==> config.mk <==
export PLATFORM = sky130hd
export DESIGN_NAME = reg_file_sb
export DESIGN_NICKNAME = d
export VERILOG_FILES = /design/src/rtl/arm_rf_pkg.sv /design/src/rtl/rf_sb_counter.sv /design/src/rtl/reg_file_sb.sv
export SDC_FILE = /design/constraint.sdc
export NUM_CORES = 2
export LEC_CHECK = 0
export ABC_AREA = 1
export BUFFER_PORTS_ARGS = -buffer_cell sky130_fd_sc_hd__buf_2
export CAP_MARGIN = 20
export CELL_PAD_IN_SITES_DETAIL_PLACEMENT = 1
export CELL_PAD_IN_SITES_GLOBAL_PLACEMENT = 1
export CORE_ASPECT_RATIO = 0.6
export CORE_MARGIN = 4
export CORE_UTILIZATION = 45
export DETAILED_ROUTE_END_ITERATION = 10
export HOLD_SLACK_MARGIN = 0.08
export PLACE_DENSITY_LB_ADDON = 0.1
export SETUP_SLACK_MARGIN = 0.1
export SLEW_MARGIN = 10
export SYNTH_ARGS = -nofsm -noshare
export SYNTH_HDL_FRONTEND = slang
export SYNTH_SLANG_ARGS = --single-unit
==> constraint.sdc <==
create_clock -name clk -period 5.57 [get_ports clk]
set_clock_uncertainty 0.15 [all_clocks]
set_input_delay 1.114 -clock clk [delete_from_list [all_inputs] [get_ports clk]]
set_output_delay 1.114 -clock clk [all_outputs]
set_load 0.03 [all_outputs]
==> src/rtl/arm_rf_pkg.sv <==
// ---------------------------------------------------------------------------
// arm_rf_pkg
// Shared defaults and types for the ARM pipeline register file.
//   DEF_DATA_W   : default register width
//   DEF_NUM_REGS : default number of architectural registers
//   DEF_ADDR_W   : index width derived from DEF_NUM_REGS
//   reg_idx_t    : register index type at default sizing
//   word_t       : register data word at default sizing
// ---------------------------------------------------------------------------
package arm_rf_pkg;

    localparam int DEF_DATA_W   = 32;
    localparam int DEF_NUM_REGS = 16;
    localparam int DEF_ADDR_W   = $clog2(DEF_NUM_REGS);

    typedef logic [DEF_ADDR_W-1:0] reg_idx_t;
    typedef logic [DEF_DATA_W-1:0] word_t;

endpackage

==> src/rtl/rf_sb_counter.sv <==
// ---------------------------------------------------------------------------
// rf_sb_counter
// Pending-write counter for one architectural register.
//   clk     : clock
//   rst_n   : asynchronous active-low reset, clears the count
//   inc     : an issued instruction will write this register
//   dec0    : write port 0 retires a write to this register
//   dec1    : write port 1 retires a write to this register
//   flush   : discard all pending writes (a same-cycle inc still counts)
//   cnt     : current outstanding-write count
//   sat_err : combinational pulse, issue attempted while saturated
// ---------------------------------------------------------------------------
module rf_sb_counter #(
    parameter int CNT_W = 2
) (
    input  logic             clk,
    input  logic             rst_n,
    input  logic             inc,
    input  logic             dec0,
    input  logic             dec1,
    input  logic             flush,
    output logic [CNT_W-1:0] cnt,
    output logic             sat_err
);

    localparam logic [CNT_W:0] CNT_MAX = {1'b0, {CNT_W{1'b1}}};

    logic [CNT_W-1:0] cnt_q;
    logic [CNT_W-1:0] cnt_d;
    logic [CNT_W:0]   up;
    logic [CNT_W:0]   dn;
    logic [CNT_W:0]   net;

    always_comb begin
        up      = {1'b0, cnt_q} + {{CNT_W{1'b0}}, inc};
        dn      = {{CNT_W{1'b0}}, dec0} + {{CNT_W{1'b0}}, dec1};
        net     = up - dn;
        cnt_d   = cnt_q;
        sat_err = 1'b0;
        if (flush) begin
            cnt_d    = '0;
            cnt_d[0] = inc;
        end else if (up < dn) begin
            // write-backs of untracked writes clamp at zero silently
            cnt_d = '0;
        end else if (net > CNT_MAX) begin
            // only reachable as inc on a full counter with no retiring write
            cnt_d   = cnt_q;
            sat_err = 1'b1;
        end else begin
            cnt_d = net[CNT_W-1:0];
        end
    end

    always_ff @(posedge clk or negedge rst_n) begin
        if (!rst_n) begin
            cnt_q <= '0;
        end else begin
            cnt_q <= cnt_d;
        end
    end

    assign cnt = cnt_q;

endmodule

==> src/rtl/reg_file_sb.sv <==
// ---------------------------------------------------------------------------
// reg_file_sb
// Multi-read, dual-write register file with a per-register pending-write
// scoreboard for the ID/WB boundary of the ARM pipeline.
//   clk        : clock, all state changes on posedge
//   rst        : asynchronous reset, active-low; reg i <= i, counts <= 0
//   rd_addr    : packed read indices, port k at [k*ADDR_W +: ADDR_W]
//   rd_data    : packed combinational read data
//   rd_busy    : per read port, register has an outstanding write
//   wb0_*      : write port 0 (main result), wins on address conflict
//   wb1_*      : write port 1 (base-register writeback)
//   issue_*    : mark issue_addr as having one more pending write
//   flush      : clear all pending counts
//   sb_err     : sticky, issue attempted on a saturated counter
// ---------------------------------------------------------------------------
module reg_file_sb
    import arm_rf_pkg::*;
#(
    parameter int DATA_W   = DEF_DATA_W,
    parameter int NUM_REGS = DEF_NUM_REGS,
    parameter int ADDR_W   = $clog2(NUM_REGS),
    parameter int NUM_RD   = 3,
    parameter int CNT_W    = 2,
    parameter bit BYPASS   = 1'b1
) (
    input  logic                     clk,
    input  logic                     rst,
    input  logic [NUM_RD*ADDR_W-1:0] rd_addr,
    output logic [NUM_RD*DATA_W-1:0] rd_data,
    output logic [NUM_RD-1:0]        rd_busy,
    input  logic                     wb0_en,
    input  logic [ADDR_W-1:0]        wb0_addr,
    input  logic [DATA_W-1:0]        wb0_data,
    input  logic                     wb1_en,
    input  logic [ADDR_W-1:0]        wb1_addr,
    input  logic [DATA_W-1:0]        wb1_data,
    input  logic                     issue_en,
    input  logic [ADDR_W-1:0]        issue_addr,
    input  logic                     flush,
    output logic                     sb_err
);

    logic [DATA_W-1:0]   regs_q [NUM_REGS];
    logic [DATA_W-1:0]   regs_d [NUM_REGS];
    logic [CNT_W-1:0]    cnt_all [NUM_REGS];
    logic [NUM_REGS-1:0] hit0;
    logic [NUM_REGS-1:0] hit1;
    logic [NUM_REGS-1:0] hit_iss;
    logic [NUM_REGS-1:0] err_vec;
    logic                sb_err_q;
    logic                sb_err_d;

    // One-hot decode; indices >= NUM_REGS match nothing and are ignored.
    always_comb begin
        hit0    = '0;
        hit1    = '0;
        hit_iss = '0;
        for (int r = 0; r < NUM_REGS; r++) begin
            hit0[r]    = wb0_en   && (wb0_addr   == ADDR_W'(r));
            hit1[r]    = wb1_en   && (wb1_addr   == ADDR_W'(r));
            hit_iss[r] = issue_en && (issue_addr == ADDR_W'(r));
        end
    end

    always_comb begin
        regs_d = regs_q;
        for (int r = 0; r < NUM_REGS; r++) begin
            if (hit0[r]) begin
                regs_d[r] = wb0_data;
            end else if (hit1[r]) begin
                regs_d[r] = wb1_data;
            end
        end
    end

    always_ff @(posedge clk or negedge rst) begin
        if (!rst) begin
            for (int r = 0; r < NUM_REGS; r++) begin
                regs_q[r] <= DATA_W'(r);
            end
        end else begin
            regs_q <= regs_d;
        end
    end

    for (genvar g = 0; g < NUM_REGS; g++) begin : g_cnt
        rf_sb_counter #(
            .CNT_W (CNT_W)
        ) u_cnt (
            .clk     (clk),
            .rst_n   (rst),
            .inc     (hit_iss[g]),
            .dec0    (hit0[g]),
            .dec1    (hit1[g]),
            .flush   (flush),
            .cnt     (cnt_all[g]),
            .sat_err (err_vec[g])
        );
    end

    // A saturated issue during flush is not an error: the flush empties it.
    always_comb begin
        sb_err_d = sb_err_q | ((|err_vec) & ~flush);
    end

    always_ff @(posedge clk or negedge rst) begin
        if (!rst) begin
            sb_err_q <= 1'b0;
        end else begin
            sb_err_q <= sb_err_d;
        end
    end

    assign sb_err = sb_err_q;

    // Read mux; out-of-range indices fall through to zero data, not busy.
    always_comb begin
        logic [ADDR_W-1:0] a;
        logic [DATA_W-1:0] word;
        int                nhit;
        rd_data = '0;
        rd_busy = '0;
        a       = '0;
        word    = '0;
        nhit    = 0;
        for (int k = 0; k < NUM_RD; k++) begin
            a = rd_addr[k*ADDR_W +: ADDR_W];
            for (int r = 0; r < NUM_REGS; r++) begin
                if (a == ADDR_W'(r)) begin
                    word = regs_q[r];
                    nhit = int'(hit0[r]) + int'(hit1[r]);
                    if (BYPASS) begin
                        if (hit0[r]) begin
                            word = wb0_data;
                        end else if (hit1[r]) begin
                            word = wb1_data;
                        end
                        // writes retiring this cycle no longer make the reader wait
                        rd_busy[k] = int'(cnt_all[r]) > nhit;
                    end else begin
                        rd_busy[k] = cnt_all[r] != '0;
                    end
                    rd_data[k*DATA_W +: DATA_W] = word;
                end
            end
        end
    end

endmodule
==> summary.txt <==
Area Overhead vs Synth: 12.5%
Fmax: 0.184 GHz
# DRC: 0
combinational power share: 0.341
Synth Cell Area: 41000 um2
dpl ws: 0.0134 ns
die width: 398 um
H-Tree Depth: 2
CTS Hold Bufs: 0
I/O pin cnt: 194
FP Rows: 85
Root Buffer: clkbuf_16
status: complete, no violations
initial antenna violation count: 3
Yosys warnings: 0
average cell area after synthesis: 6.44 um2
Core Footprint: 90000 um2
vias: 48373
Reg power frac: 0.367
Final Max Tran Viols: 0
Initial Utilization: 0.456
number of fill cells: 12124
Multi-input gate area: 23700 um2
1st-iter DRT viols: 5529
Hold WC Path Type: primary input to asynchronous set/reset pin
Clock power frac: 0.292
Leak: 21.4 nW
Net Switching: 5.58 mW
minimum clock period: 5.43 ns
total negative setup slack: 0 ns
Sink Count: 545
Design Area, Final: 46100 um2
Pint: 8.66 mW
post-DR wirelength/cell: 26.6 um
WP data required: 4.31 ns
first-pass GRT wire length: 305000 um
Worst Path Max Fanout: 6
vias in the first global route: 48713
Yosys cell types: 38
die area: 96200 um2
Syn Inst Count: 6366
total power: 14.2 mW
worst rel slew slack: 0.268
Net Sw Frac: 0.392
CTS tree: built
detailed placement HPWL: 148000 um
grt ovf: 0
sequential share of the synthesized area: 0.334
worst hold slack: 0.259 ns
pwr dens: 309 nW/um2
crit path kind: primary input to primary output
Max Root-Sink Buffers: 3
clock slew at reported path FFs: 0.06 ns
fin cells: 7690
Hold Vio Cnt, Final: 0
FF+latch count, synth: 545
pin count of the biggest net entering global routing: 103
net count of the mapped netlist: 6588
crit path DAT: 4.17 ns
RSZ-0062 raised after global routing: true
clock latency on the worst-skew pair: 0.68 ns
Max IR drop VDD: 0.000233 V
final worst-path setup slack: 0.139 ns
WL final: 204000 um
Setup violations, final: 0
Core Util, Final: 0.513
drt first pass iters: 6
Ant. Diodes: 0
storage element area: 13700 um2
Port Buffers: 193
vias per std cell: 6.29
Die Span Y: 242 um
most common cell after layout, fill and taps aside: nand2_1
Post-DP Area: 44100 um2
# Max-Cap Violations: 0
Placed Cells incl. Taps: 7585
Worst Tran Pin Value: 1.10 ns
CP Launch Type: primary input
CTS Buf Count: 58
gpl congestion: 0.967
Routed Antenna Nets: 0
worst reg2reg setup slack: 2.64 ns
fin nets: 6650
commonest cells after routing, fill and taps aside: nand2_1, nand3_1, inv_1
period utilization: 0.975
Overall Global Routing Usage: 0.413
crit path capture type: primary output
layout cells sized above 1: 0.101
## worst paths after layout
kind	from	to	depth (start not counted)
worst min register to register	sb_err	sb_err	2
min in group clk	sb_err	sb_err	2
worst max-delay path	wb1_en	rd_busy[2]	22
worst min-delay path	rst	regs_q[438]	1
worst max register to register	g_cnt[2].u_cnt.cnt[0]	sb_err	9
max in group asynchronous	rst	regs_q[370]	2
## repair_timing
action	in CTS	in global routing
setup endpoints to repair	3	33
gates resized for setup	4	28
endpoints found under the hold margin	0	0
pin swaps	0	6
buffers inserted	0	1
## synth_stat cells (all sizes together)
library cell,number,area share
a211oi,11,0.0020
a21oi,393,0.048
a22oi,5,0.00092
a2bb2oi,3,0.00064
a31oi,51,0.0078
and2,132,0.020
buf,85,0.0091
clkbuf,338,0.032
clkinv,7,0.00064
dfrtp,513,0.31
dfstp,32,0.021
fa,32,0.016
ha,96,0.029
inv,583,0.053
mux2i,5,0.0012
nand2,1793,0.16
nand3,740,0.090
nand4,310,0.047
nor2,572,0.053
nor3,99,0.012
nor4,2,0.00031
o2111ai,1,0.00021
o211ai,114,0.021
o21ai,389,0.047
o21bai,3,0.00055
o22ai,2,0.00031
o31ai,11,0.0020
or2,28,0.0043
xnor2,10,0.0021
xor2,6,0.0013
## power by group through the flow
stage	combinational (mW)	clock (mW)	sequential [mW]
after global placement	4.55	0	5.23
after floorplan	3.09	0	5.19
after detailed placement	4.71	0	5.28
after CTS	4.75	4.16	5.21
after global routing	5.29	4.34	5.29
final	4.86	4.16	5.23
## per-layer routing
| metal | GRT usage | part of all wire | up-vias |
|---|---|---|---|
| li1 | - | - | 21141 |
| met1 | 0.546 | 0.40 | 23782 |
| met2 | 0.649 | 0.45 | 2767 |
| met3 | 0.0778 | 0.097 | 679 |
| met4 | 0.205 | 0.057 | 4 |
| met5 | 0 | 0.000083 | - |
## sequential cells by signal, summed over array words and instances, names as in the netlist
register and flops:
sb_err 1, g_cnt.u_cnt.cnt 32, regs_q 512
## worst max-delay path, cell delays in order
cell,delay (ns)
buf_2,0.15
nand2_1,0.13
nor2_4,0.18
nand2_1,0.15
inv_1,0.09
ha_1,0.15
inv_1,0.06
ha_1,0.29
inv_1,0.08
nor2_1,0.06
o21ai_2,0.16
buf_4,0.15
o22ai_1,0.09
nor2_2,0.16
nand2_1,0.08
nor2_2,0.10
nand4_1,0.17
o21ai_1,0.13
nand4_1,0.17
nor2_1,0.16
nand4_1,0.17
buf_6,0.19
## area by class of cell
cell class,count,area share
repair buffers,425,0.0677
flip-flops and latches,545,0.296
clock inverters,10,0.00279
clock buffers,94,0.0383
well taps,1218,0.0330
inverters,590,0.0480
multi-input cells,4808,0.514
## cells by family after synthesis
kind of cell,synth area share
adder cells (fa/ha/maj),0.0449
flip-flops,0.334
AND/OR/NAND/NOR,0.391
multiplexers,0.00122
AO/OA/AOI/OAI,0.131
XOR/XNOR,0.00342
buffers and inverters,0.0947
Note: power is estimated with default switching activity, not from simulation.
